**config.mk**
```make
export PLATFORM = sky130hd
export DESIGN_NAME = mem_access_unit
export DESIGN_NICKNAME = d
export VERILOG_FILES = /design/src/rtl/mem_access_unit.sv
export SDC_FILE = /design/constraint.sdc
export NUM_CORES = 1
export LEC_CHECK = 0
export BUFFER_PORTS_ARGS = -buffer_cell sky130_fd_sc_hd__buf_4
export CORE_UTILIZATION = 52
export CTS_CLUSTER_SIZE = 12
export DETAILED_ROUTE_END_ITERATION = 10
export PLACE_DENSITY = 0.92
export SLEW_MARGIN = 20
export SYNTH_ARGS = -nofsm -noshare
export SYNTH_HDL_FRONTEND = slang
export SYNTH_SLANG_ARGS = --single-unit
```
**constraint.sdc**
```tcl
create_clock -name clk -period 2.7 [get_ports clk]
set_input_delay 0.135 -clock clk [delete_from_list [all_inputs] [get_ports clk]]
set_output_delay 0.135 -clock clk [all_outputs]
set_load 0.1 [all_outputs]
```
**src/rtl/mem_access_unit.sv**
```systemverilog
// Byte/half/word load-store front-end for a word-wide RAM with registered reads; sub-word stores use read-modify-write.
// Latency: error 1, word store 2, load 3, sub-word store 4 cycles to resp_valid; holds the response until resp_ready.
module mem_access_unit #(
  parameter int ADDR_W = 12,
  parameter int DATA_W = 32
) (
  input  logic              clk,
  input  logic              rst,
  input  logic              req_valid,
  output logic              req_ready,
  input  logic              req_we,
  input  logic [1:0]        req_size,
  input  logic              req_signed,
  input  logic [31:0]       req_addr,
  input  logic [DATA_W-1:0] req_wdata,
  output logic              resp_valid,
  input  logic              resp_ready,
  output logic [DATA_W-1:0] resp_rdata,
  output logic              resp_err,
  output logic              ram_r_wn,
  output logic [ADDR_W-1:0] ram_address,
  output logic [DATA_W-1:0] ram_data_in,
  input  logic [DATA_W-1:0] ram_data_out
);

  typedef enum logic [2:0] {IDLE, RD, RD_CAP, RMW_RD, RMW_CAP, WRITE, RESP} state_t;

  state_t            state_q, state_d;
  logic              req_ready_q, req_ready_d;
  logic              resp_valid_q, resp_valid_d;
  logic [DATA_W-1:0] resp_rdata_q, resp_rdata_d;
  logic              resp_err_q, resp_err_d;
  logic              ram_r_wn_q, ram_r_wn_d;
  logic [ADDR_W-1:0] ram_address_q, ram_address_d;
  logic [DATA_W-1:0] ram_data_in_q, ram_data_in_d;
  logic [1:0]        lane_q, lane_d;
  logic [1:0]        size_q, size_d;
  logic              signed_q, signed_d;
  logic [15:0]       wdata_q, wdata_d;

  logic              req_err;
  logic [DATA_W-1:0] shifted;
  logic [DATA_W-1:0] ext;
  logic [DATA_W-1:0] merged;

  always_comb begin
    req_err = (req_size == 2'b11)
            || (req_size == 2'b01 && req_addr[0] != 1'b0)
            || (req_size == 2'b10 && req_addr[1:0] != 2'b00)
            || (req_addr[31:ADDR_W+2] != '0);

    // Aligned halfwords sit at lane 0 or 2, so a byte-granular shift serves both sizes.
    shifted = ram_data_out >> {lane_q, 3'b000};
    case (size_q)
      2'b00:   ext = signed_q ? {{(DATA_W-8){shifted[7]}}, shifted[7:0]}
                              : {{(DATA_W-8){1'b0}}, shifted[7:0]};
      2'b01:   ext = signed_q ? {{(DATA_W-16){shifted[15]}}, shifted[15:0]}
                              : {{(DATA_W-16){1'b0}}, shifted[15:0]};
      default: ext = ram_data_out;
    endcase

    merged = ram_data_out;
    if (size_q == 2'b00) merged[{lane_q, 3'b000} +: 8] = wdata_q[7:0];
    else                 merged[{lane_q[1], 4'b0000} +: 16] = wdata_q;
  end

  always_comb begin
    state_d       = state_q;
    req_ready_d   = req_ready_q;
    resp_valid_d  = resp_valid_q;
    resp_rdata_d  = resp_rdata_q;
    resp_err_d    = resp_err_q;
    ram_r_wn_d    = 1'b1;
    ram_address_d = ram_address_q;
    ram_data_in_d = ram_data_in_q;
    lane_d        = lane_q;
    size_d        = size_q;
    signed_d      = signed_q;
    wdata_d       = wdata_q;

    case (state_q)
      IDLE: begin
        if (req_valid) begin
          req_ready_d  = 1'b0;
          resp_rdata_d = '0;
          resp_err_d   = 1'b0;
          lane_d       = req_addr[1:0];
          size_d       = req_size;
          signed_d     = req_signed;
          wdata_d      = req_wdata[15:0];
          if (req_err) begin
            resp_err_d   = 1'b1;
            resp_valid_d = 1'b1;
            state_d      = RESP;
          end else begin
            ram_address_d = req_addr[ADDR_W+1:2];
            if (!req_we) begin
              state_d = RD;
            end else if (req_size == 2'b10) begin
              ram_r_wn_d    = 1'b0;
              ram_data_in_d = req_wdata;
              state_d       = WRITE;
            end else begin
              state_d = RMW_RD;
            end
          end
        end
      end
      RD:     state_d = RD_CAP;
      RMW_RD: state_d = RMW_CAP;
      RD_CAP: begin
        resp_rdata_d = ext;
        resp_valid_d = 1'b1;
        state_d      = RESP;
      end
      RMW_CAP: begin
        ram_r_wn_d    = 1'b0;
        ram_data_in_d = merged;
        state_d       = WRITE;
      end
      WRITE: begin
        resp_valid_d = 1'b1;
        state_d      = RESP;
      end
      RESP: begin
        if (resp_ready) begin
          resp_valid_d = 1'b0;
          req_ready_d  = 1'b1;
          state_d      = IDLE;
        end
      end
      default: state_d = IDLE;
    endcase
  end

  always_ff @(posedge clk) begin
    if (rst) begin
      state_q       <= IDLE;
      req_ready_q   <= 1'b1;
      resp_valid_q  <= 1'b0;
      resp_rdata_q  <= '0;
      resp_err_q    <= 1'b0;
      ram_r_wn_q    <= 1'b1;
      ram_address_q <= '0;
      ram_data_in_q <= '0;
      lane_q        <= '0;
      size_q        <= '0;
      signed_q      <= 1'b0;
      wdata_q       <= '0;
    end else begin
      state_q       <= state_d;
      req_ready_q   <= req_ready_d;
      resp_valid_q  <= resp_valid_d;
      resp_rdata_q  <= resp_rdata_d;
      resp_err_q    <= resp_err_d;
      ram_r_wn_q    <= ram_r_wn_d;
      ram_address_q <= ram_address_d;
      ram_data_in_q <= ram_data_in_d;
      lane_q        <= lane_d;
      size_q        <= size_d;
      signed_q      <= signed_d;
      wdata_q       <= wdata_d;
    end
  end

  assign req_ready   = req_ready_q;
  assign resp_valid  = resp_valid_q;
  assign resp_rdata  = resp_rdata_q;
  assign resp_err    = resp_err_q;
  assign ram_r_wn    = ram_r_wn_q;
  assign ram_address = ram_address_q;
  assign ram_data_in = ram_data_in_q;

endmodule

```
==> results of run 1 <==
## tightest hold or removal path: stages
cell,delay (ps)
buf_4,70
mux2i_1,50
nor2_1,70
## metal layers
metal / track usage / part of all wire
met5: 0 / 0
met4: 0.107 / 0.023
met3: 0.0377 / 0.080
met2: 0.516 / 0.48
met1: 0.418 / 0.42
## registers in the layout, summed over array words and instances, names as in the netlist, 2 cells and up
signal / flops
wdata_q: 16
size_q: 2
ram_address: 12
resp_rdata: 32
ram_data_in: 32
state_q: 3
lane_q: 2
## cell families after synthesis
kind of cell / Yosys count / synth area share
compound gates: 275 / 0.365
simple gates: 134 / 0.113
flops: 104 / 0.351
buf+inv: 76 / 0.0655
mux: 55 / 0.0952
fa+ha+maj: 5 / 0.0106
## through the flow
stage / power (mW) / util / cells / setup slack (ps)
final: 6.04 / 0.692 / 944 / 295
after global routing: 6.26 / 0.692 / 944 / 88.4
after CTS: 6.03 / 0.691 / 944 / 350
after detailed placement: 4.76 / 0.665 / 928 / 367
after global placement: 4.68 / 0.665 / 928 / 439
after floorplan: 4.11 / - / 649 / 479
## report_power, final
group / total [mW] / internal, mW / leakage [nW] / switching, mW
combinational: 2.87 / 0.798 / 1.82 / 2.07
sequential: 1.88 / 1.72 / 0.847 / 0.164
clock: 1.28 / 0.648 / 0.141 / 0.633
## cells in the final DEF (no fill, tap or decap), types with 4 or more instances in the layout
cell type  count
a211oi_2      58
dfxtp_1      103
a222oi_1       6
nor2_1        29
ha_1           5
a211oi_1       8
a22oi_1       24
inv_1          7
a221oi_1      32
clkbuf_16      9
a21oi_1      115
nand2_1       62
buf_4        204
nor2b_1        4
o211ai_1      12
nor3_1         4
mux2i_1       53
nand3_1       13
## layout make-up
cell class,instances,area [µm²],area share
Multi-Input combinational cell,469,3470,0.456
Sequential cell,104,2080,0.274
Inverter,10,37.5,0.00494
Clock buffer,9,225,0.0296
Clock inverter,7,61.3,0.00807
Timing Repair Buffer,205,1550,0.204
Tap cell,140,175,0.0230
## worst min-delay path by stage
stage,slack (ps),to,start,cells after the start
after floorplan,240,state_q[1],resp_ready,1
after global placement,370,ram_address[4],req_addr[6],3
after detailed placement,380,state_q[1],resp_ready,2
after CTS,20,state_q[1],resp_ready,2
after global routing,40,state_q[1],resp_ready,2
final,20,ram_address[11],req_addr[13],3
==> impl_results.md, run 1 <==
* Synth area leaders: dfxtp_1, a211oi_2, a21oi_1, mux2i_1, a221oi_1
* Dpl cell area at approximately 7300 µm²
* Global placer's final weighted congestion at 0.935
* Syn Std Cell Area at 5920 µm²
* Clock transition at path regs at 80 ps
* Setup CP Type: register to register
* Internal reg-to-reg setup slack at 290 ps
* Syn_nets at 758
* Crit path buf inv count at 2
* Worst path required time at 2960 ps
* Worst reg2reg path depth at 8
* Worst path depth at 8
* CTS buffer count at 9
* Crit path arrival time at 2670 ps
* Remaining antenna violation count at 0
* Worst-path fanout max at 27
* Global-route wire length before repair at 28.6 mm
* I/O pin total at about 180
* Syn Area/Cell at around 9.1 µm²
* Vias in the first global route at 5,575
* Kind of end point of the critical path: register
* Critical path startpoint: lane_q[1]
* DP HPWL at 13.9 mm
* WHS at around 24 ps
* CP delay by family, top: buffers and inverters
* Die height at between 100 and 150 µm
* Synth async-reset ratio at 0
* Final #Nets at a little over 900
* Endpoints failing setup at 0
* Pwr Density at 794 nW/µm²
* YS warnings at 0
* Status: finished clean
* Sequential fraction of the synthesis area at 0.351
* MaxCap Viol Count at 0
* Initial Util at 0.539
* # fillers at 877
* Initial antenna violation count at 0
* Final Max Tran Viols at 0
* Final WL at 18.7 mm
* Netlist cell types at 55
* Layout cells sized above 1 at 0.374
* Hold_buf cts at 0
* Vias/cell at between 6 and 7
* Largest net degree at the start of global routing at 74
* Post-CTS Resized at 0
* CP Launch Type: register
* Worst R2R End: ram_data_in[27]
* Total grt overflow at 0
* Setup crit end: ram_data_in[27]
* Final critical-path share of the clock period at 0.891
* Core area at 11,000 µm²
* Die span in x at ~110 µm
* Hold Path Class: primary input to register
* Port buffer count at between 150 and 200
* Clock Latency Late Sink at 340 ps
* Hold Vio Cnt, Final at 0
* Post-route DRC at 0
* R2r startpoint: lane_q[1]
* Wire length per cell at about 20 µm
* CTS H-tree lvls at 3
* Post-synth EDFFs at 0
* RSZ-0062 raised after global routing: no
* Total Routing Usage GR at 0.312
* Worst path cell trace: buf_4 -> ha_1 -> nor4bb_1 -> buf_4 -> a221oi_1 -> a211oi_2 -> a21oi_1 -> a211oi_2
* Worst slew pin tran at 852 ps
* Crit-path slowest cell: nor4bb_1
* Max_slew headroom at 0.432
* Minimum clock period at 2410 ps
* Maximum vdd drop at 0.000657 V
* Worst Clk Skew at 8.90 ps
* Most common cell in the netlist: a21oi_1
* Vias at 6,030
* Die area at approximately 12,000 µm²
* Syn-to-layout area delta at 28.3%
* Top-area cell type share of the netlist area at 0.351
* #FFs+latches synth at approximately 100
* Root Buffer: clkbuf_16
* Main synth FF type: dfxtp_1
* Initial detailed-routing violation count at 635
* TritonCTS clock tree: done
* Placement Rows at 38
* Leak at 2.81 nW
* Post-CTS setup buffer count at 0
* Largest area contributor in the netlist: dfxtp_1
* Mapped Cells at 649
* Max Freq at 416 MHz
* Top post-synthesis cells by count: a21oi_1, dfxtp_1, nand2_1
* Buffer levels on the longest clock path at 2
* Drt first pass iters at 6
* Antenna Cells at 0
* Crit-path max cell delay at between 400 and 500 ps
* Setup TNS at 0 ps
* CTS Sinks at 104
* Post-layout instance area at between 7000 and 8000 µm²
Note: power is estimated with default switching activity, not from simulation.
==> inputs of run 2 (changes only) <==
--- a/config.mk
+++ b/config.mk
@@ -6,10 +6,13 @@
 export NUM_CORES = 1
 export LEC_CHECK = 0
 export BUFFER_PORTS_ARGS = -buffer_cell sky130_fd_sc_hd__buf_4
-export CORE_UTILIZATION = 52
+export CELL_PAD_IN_SITES_DETAIL_PLACEMENT = 0
+export CELL_PAD_IN_SITES_GLOBAL_PLACEMENT = 1
+export CORE_UTILIZATION = 38
 export CTS_CLUSTER_SIZE = 12
 export DETAILED_ROUTE_END_ITERATION = 10
-export PLACE_DENSITY = 0.92
+export GPL_TIMING_DRIVEN = 1
+export PLACE_DENSITY = 0.91
 export SLEW_MARGIN = 20
 export SYNTH_ARGS = -nofsm -noshare
 export SYNTH_HDL_FRONTEND = slang
==> impl_results.md, run 2 (synthesized netlist as in run 1, its figures left out) <==
* Hold Vio Cnt, Final at 0
* Die span in x at 127 µm
* Clock share of power at 0.234
* Clock transition at path regs at about 70 ps
* Hold Path Origin: req_addr[10]
* Dpl cell area at 7400 µm²
* Vias at 5,827
* Worst slew pin tran at 1060 ps
* Core area at 15,200 µm²
* Initial Util at 0.390
* TritonCTS clock tree: done
* # fillers at 1,471
* Post-layout instance area at 7770 µm²
* Drt first pass iters at 7
* Sequential power share at 0.305
* Worst reg2reg path depth at 8
* I/O pin total at about 180
* Switching pwr at 2.85 mW
* Minimum clock period at 2320 ps
* Vias in the first global route at approximately 5,500
* Hold EP: ram_address[8]
* Syn-to-layout area delta at 31.1%
* Post-route DRC at 0
* R2r startpoint: lane_q[1]
* Worst-path fanout max at 11
* Worst R2R End: ram_data_in[2]
* DP HPWL at 13.8 mm
* Maximum vdd drop at between 0.0006 and 0.0007 V
* CTS H-tree lvls at 3
* Crit path arrival time at 2600 ps
* Leak at 2.84 nW
* CP Launch Type: register
* Pint at ~3.4 mW
* Global placer's final weighted congestion at 0.882
* Hold Path Depth at 3
* Initial detailed-routing violation count at 468
* Largest net degree at the start of global routing at 65
* Buffer levels on the longest clock path at 2
* Sw Share at 0.458
* Total grt overflow at 0
* Status: finished clean
* Placed cell count at 975
* Layout cells sized above 1 at 0.373
* Commonest non-fill, non-tap cell in the layout: buf_4
* Pwr Density at 802 nW/µm²
* Total Routing Usage GR at 0.242
* Max Freq at 432 MHz
* Non-Filler Instances at 994
* Final critical-path share of the clock period at 0.858
* Worst path required time at 2980 ps
* Final #Nets at 910
* MaxCap Viol Count at 0
* Global-route wire length before repair at approximately 31 mm
* Commonest cells after routing, fill and taps aside: buf_4, a21oi_1, dfxtp_1
* Setup TNS at 0 ps
* Endpoints failing setup at 0
* Vias/cell at 5.86
* Port buffer count at 183
* RSZ-0062 raised after global routing: no
* Placement Rows at 45
* CTS Sinks at 104
* Max_slew headroom at 0.295
* Final Max Tran Viols at 0
* CTS buffer count at 9
* Initial antenna violation count at 0
* Hold Path Class: primary input to register
* Wire length per cell at 19.4 µm
* Tot Pwr at 6.22 mW
* Clock Latency Late Sink at between 300 and 400 ps
* Post-CTS Resized at 0
* Kind of end point of the critical path: register
* Worst Clk Skew at 9.95 ps
* Die height at 127 µm
* Internal reg-to-reg setup slack at between 300 and 400 ps
* Antenna Cells at 0
* Root Buffer: clkbuf_16
* Setup CP Type: register to register
* Remaining antenna violation count at 0
* Core Util, Final at 0.511
* Final WL at just under 20 mm
* Die area at 16,100 µm²
* Comb power frac at 0.461
## run 2: worst max path at each step
stage	from	to	slack, ps
global placement	lane_q[1]	ram_data_in[2]	420
detailed placement	lane_q[1]	ram_data_in[2]	450
floorplan	lane_q[1]	ram_data_in[16]	480
global route	lane_q[1]	ram_data_in[2]	120
CTS	lane_q[1]	ram_data_in[2]	400
finish	lane_q[1]	ram_data_in[2]	380
## run 2: cell type report
| cell class | count | area [µm²] | area share |
|---|---|---|---|
| clock inverters | 6 | 92.6 | 0.0119 |
| clock buffers | 10 | 239 | 0.0308 |
| repair buffers | 207 | 1610 | 0.208 |
| inverters | 10 | 37.5 | 0.00483 |
| well taps | 188 | 235 | 0.0303 |
| flip-flops and latches | 104 | 2080 | 0.268 |
| multi-input cells | 469 | 3470 | 0.446 |
## run 2: metal layers
layer,part of all wire,global-route usage,routed length (µm)
met1,0.45,0.333,8620
met2,0.47,0.392,9050
met3,0.067,0.0401,1290
met4,0.014,0.0616,278
met5,0,0,0
## run 2: per-stage QoR
stage | setup WS, ps | hold WS [ps]
after detailed placement | 445 | 356
after global routing | 118 | 9.94
after global placement | 421 | 347
final | 384 | 10.1
after floorplan | 479 | 236
after CTS | 397 | 4.41
## run 2: timing repair
item / CTS / global route
hold endpoints to repair: 3 / 0
hold buffers: 3 / 0
setup buffers: 0 / 0
endpoints found under the setup margin: 0 / 0
## run 2: worst max-delay path, cell delays in order, from the launching register on
cell      delay, ps
dfxtp_2         360
clkinv_1        250
ha_1            420
nor4bb_1        280
buf_4           200
a221oi_1         80
a211oi_1        330
a21oi_1         100
a211oi_2        210
## run 2: power by group through the flow
stage / clock (mW) / sequential [mW] / combinational, mW
2_1_floorplan: 0 / 2.88 / 1.23
3_3_place_gp: 0 / 1.93 / 2.84
3_5_place_dp: 0 / 1.93 / 2.87
4_1_cts: 1.48 / 1.89 / 2.87
5_1_grt: 1.54 / 1.92 / 3.04
6_report: 1.45 / 1.90 / 2.87
==> inputs of run 3 (changes only) <==
--- a/config.mk
+++ b/config.mk
@@ -8,11 +8,11 @@
 export BUFFER_PORTS_ARGS = -buffer_cell sky130_fd_sc_hd__buf_4
 export CELL_PAD_IN_SITES_DETAIL_PLACEMENT = 0
 export CELL_PAD_IN_SITES_GLOBAL_PLACEMENT = 1
-export CORE_UTILIZATION = 38
+export CORE_UTILIZATION = 35
 export CTS_CLUSTER_SIZE = 12
 export DETAILED_ROUTE_END_ITERATION = 10
 export GPL_TIMING_DRIVEN = 1
-export PLACE_DENSITY = 0.91
+export PLACE_DENSITY = 0.89
 export SLEW_MARGIN = 20
 export SYNTH_ARGS = -nofsm -noshare
 export SYNTH_HDL_FRONTEND = slang
==> constraint.sdc (replaced) <==
create_clock -name clk -period 1.9 [get_ports clk]
set_input_delay 0.095 -clock clk [delete_from_list [all_inputs] [get_ports clk]]
set_output_delay 0.095 -clock clk [all_outputs]
set_load 0.1 [all_outputs]
==> impl_results.md, run 3 (synthesized netlist as in run 1, its figures left out) <==
* Endpoints failing setup at 0
* TritonCTS clock tree: done
* Max Freq at 541 MHz
* Layout cells sized above 1 at 0.398
* Final Max Tran Viols at 0
* Worst setup margin at 50.2 ps
* Worst path required time at 2150 ps
* Initial detailed-routing violation count at 510
* Vias in the first global route at approximately 5,700
* Clock Latency Late Sink at 360 ps
* Commonest non-fill, non-tap cell in the layout: buf_4
* CP Launch Type: register
* Die area at 17,500 µm²
* MaxCap Viol Count at 0
* Vias/cell at between 5 and 6
* Core area at 16,600 µm²
* Commonest cells after routing, fill and taps aside: buf_4, a21oi_1, dfxtp_1
* Global placer's final weighted congestion at 0.875
* Crit-path slowest cell: mux4_2
* Setup CP Type: register to register
* Final critical-path share of the clock period at 0.974
* Port buffer count at 183
* Post-layout instance area at 8470 µm²
* Die height at about 130 µm
* Largest net degree at the start of global routing at 65
* Total Routing Usage GR at 0.234
* CP delay by family, top: multiplexers
* RSZ-0062 raised after global routing: yes
* Vias at 6,045
* Placement Rows at 47
* Final WL at 20.6 mm
* CTS Sinks at 104
* Kind of end point of the critical path: register
* Initial Util at 0.357
* CTS buffer count at 9
* Syn-to-layout area delta at 43.0%
* Comb power frac at 0.475
* Remaining antenna violation count at 0
* DP HPWL at 14.3 mm
* Antenna Cells at 0
* Placed cell count at around 1,000
* Switching pwr at 4.15 mW
* Grt met1 use at 0.312
* Pwr Density at around 1100 nW/µm²
* Max_slew headroom at 0.465
* Tot Pwr at between 9 and 10 mW
* Dpl cell area at ~7600 µm²
* Status: finished clean
* Crit path buf inv count at 1
* # fillers at 1,562
* Top Usage Layer GRT: met2
* Worst Clk Skew at 4.59 ps
* Worst slew pin tran at 802 ps
* Pint at slightly above 5 mW
* Final #Nets at 955
* Wire length per cell at a little under 20 µm
* Clock share of power at 0.239
* Met3 usage at 0.0638
* CTS H-tree lvls at 3
* Root Buffer: clkbuf_16
* Hold Vio Cnt, Final at 0
* I/O pin total at 184
* Leak at 3.10 nW
* Sequential power share at 0.286
* M2 GR Usage at 0.363
* Setup TNS at 0 ps
* Total grt overflow at 0
* Buffer levels on the longest clock path at 2
* Drt first pass iters at 5
* Die span in x at 132 µm
* Minimum clock period at 1850 ps
* Non-Filler Instances at 1,071
* Worst path cell trace: buf_6 -> mux4_2 -> a21oi_4 -> nor3_4 -> a222oi_1 -> nor2_1
* Hold Path Class: primary input to register
* Worst-path fanout max at 6
* Initial antenna violation count at 0
* Crit-path max cell delay at between 500 and 600 ps
* Post-route DRC at 0
* Setup WS pre-CTS at -51.3 ps
* Crit path arrival time at 2090 ps
* Global-route wire length before repair at 31.7 mm
* Maximum vdd drop at around 0.0009 V
* Sw Share at 0.446
* Clock transition at path regs at 70 ps
## run 3: layout make-up
type                            instances  area [µm²]  share of cell area
Clock buffer                           11         253              0.0298
Clock inverter                          5         103              0.0121
Inverter                               10        45.0             0.00532
Multi-Input combinational cell        469        3620               0.427
Sequential cell                       104        2090               0.246
Tap cell                              220         275              0.0325
Timing Repair Buffer                  252        2090               0.247
## run 3: worst paths after layout
kind | startpoint | endpoint | slack [ps] | cells after the start
max | lane_q[1] | resp_rdata[12] | 50 | 6
min | req_size[1] | size_q[1] | 10 | 3
max reg2reg | lane_q[1] | resp_rdata[12] | 50 | 6
min reg2reg | resp_rdata[5] | resp_rdata[5] | 450 | 2
## run 3: worst reg2reg max path, cell delays in order, from the launching register on
cell	delay, ps
dfxtp_4	380
buf_6	120
mux4_2	560
a21oi_4	180
nor3_4	80
a222oi_1	340
nor2_1	70
## run 3: power groups by stage
| stage | clock network [mW] | logic (mW) | registers, mW |
|---|---|---|---|
| final | 2.22 | 4.43 | 2.66 |
| after detailed placement | 0 | 4.25 | 2.70 |
| after global routing | 2.36 | 4.67 | 2.69 |
| after CTS | 2.27 | 4.33 | 2.65 |
| after global placement | 0 | 4.21 | 2.70 |
| after floorplan | 0 | 1.77 | 4.09 |
## run 3: stage by stage
stage | util | hold WS [ps]
2_1_floorplan | - | 196
3_3_place_gp | 0.460 | 312
3_5_place_dp | 0.460 | 312
4_1_cts | 0.502 | 0.475
5_1_grt | 0.511 | 9.22
6_report | 0.511 | 11.9
## run 3: routing by layer
metal,vias to the layer above,share of wire
li1,2876,-
met4,0,0.024
met3,41,0.079
met1,2885,0.43
met5,-,0
met2,243,0.47
## run 3: repair_timing
item / 4_1_cts / 5_1_grt
endpoints found under the hold margin: 29 / 0
buffers inserted: 0 / 3
resized for setup: 7 / 27
hold buffers: 29 / 0
pin swaps: 8 / 36
setup endpoints to repair: 16 / 56
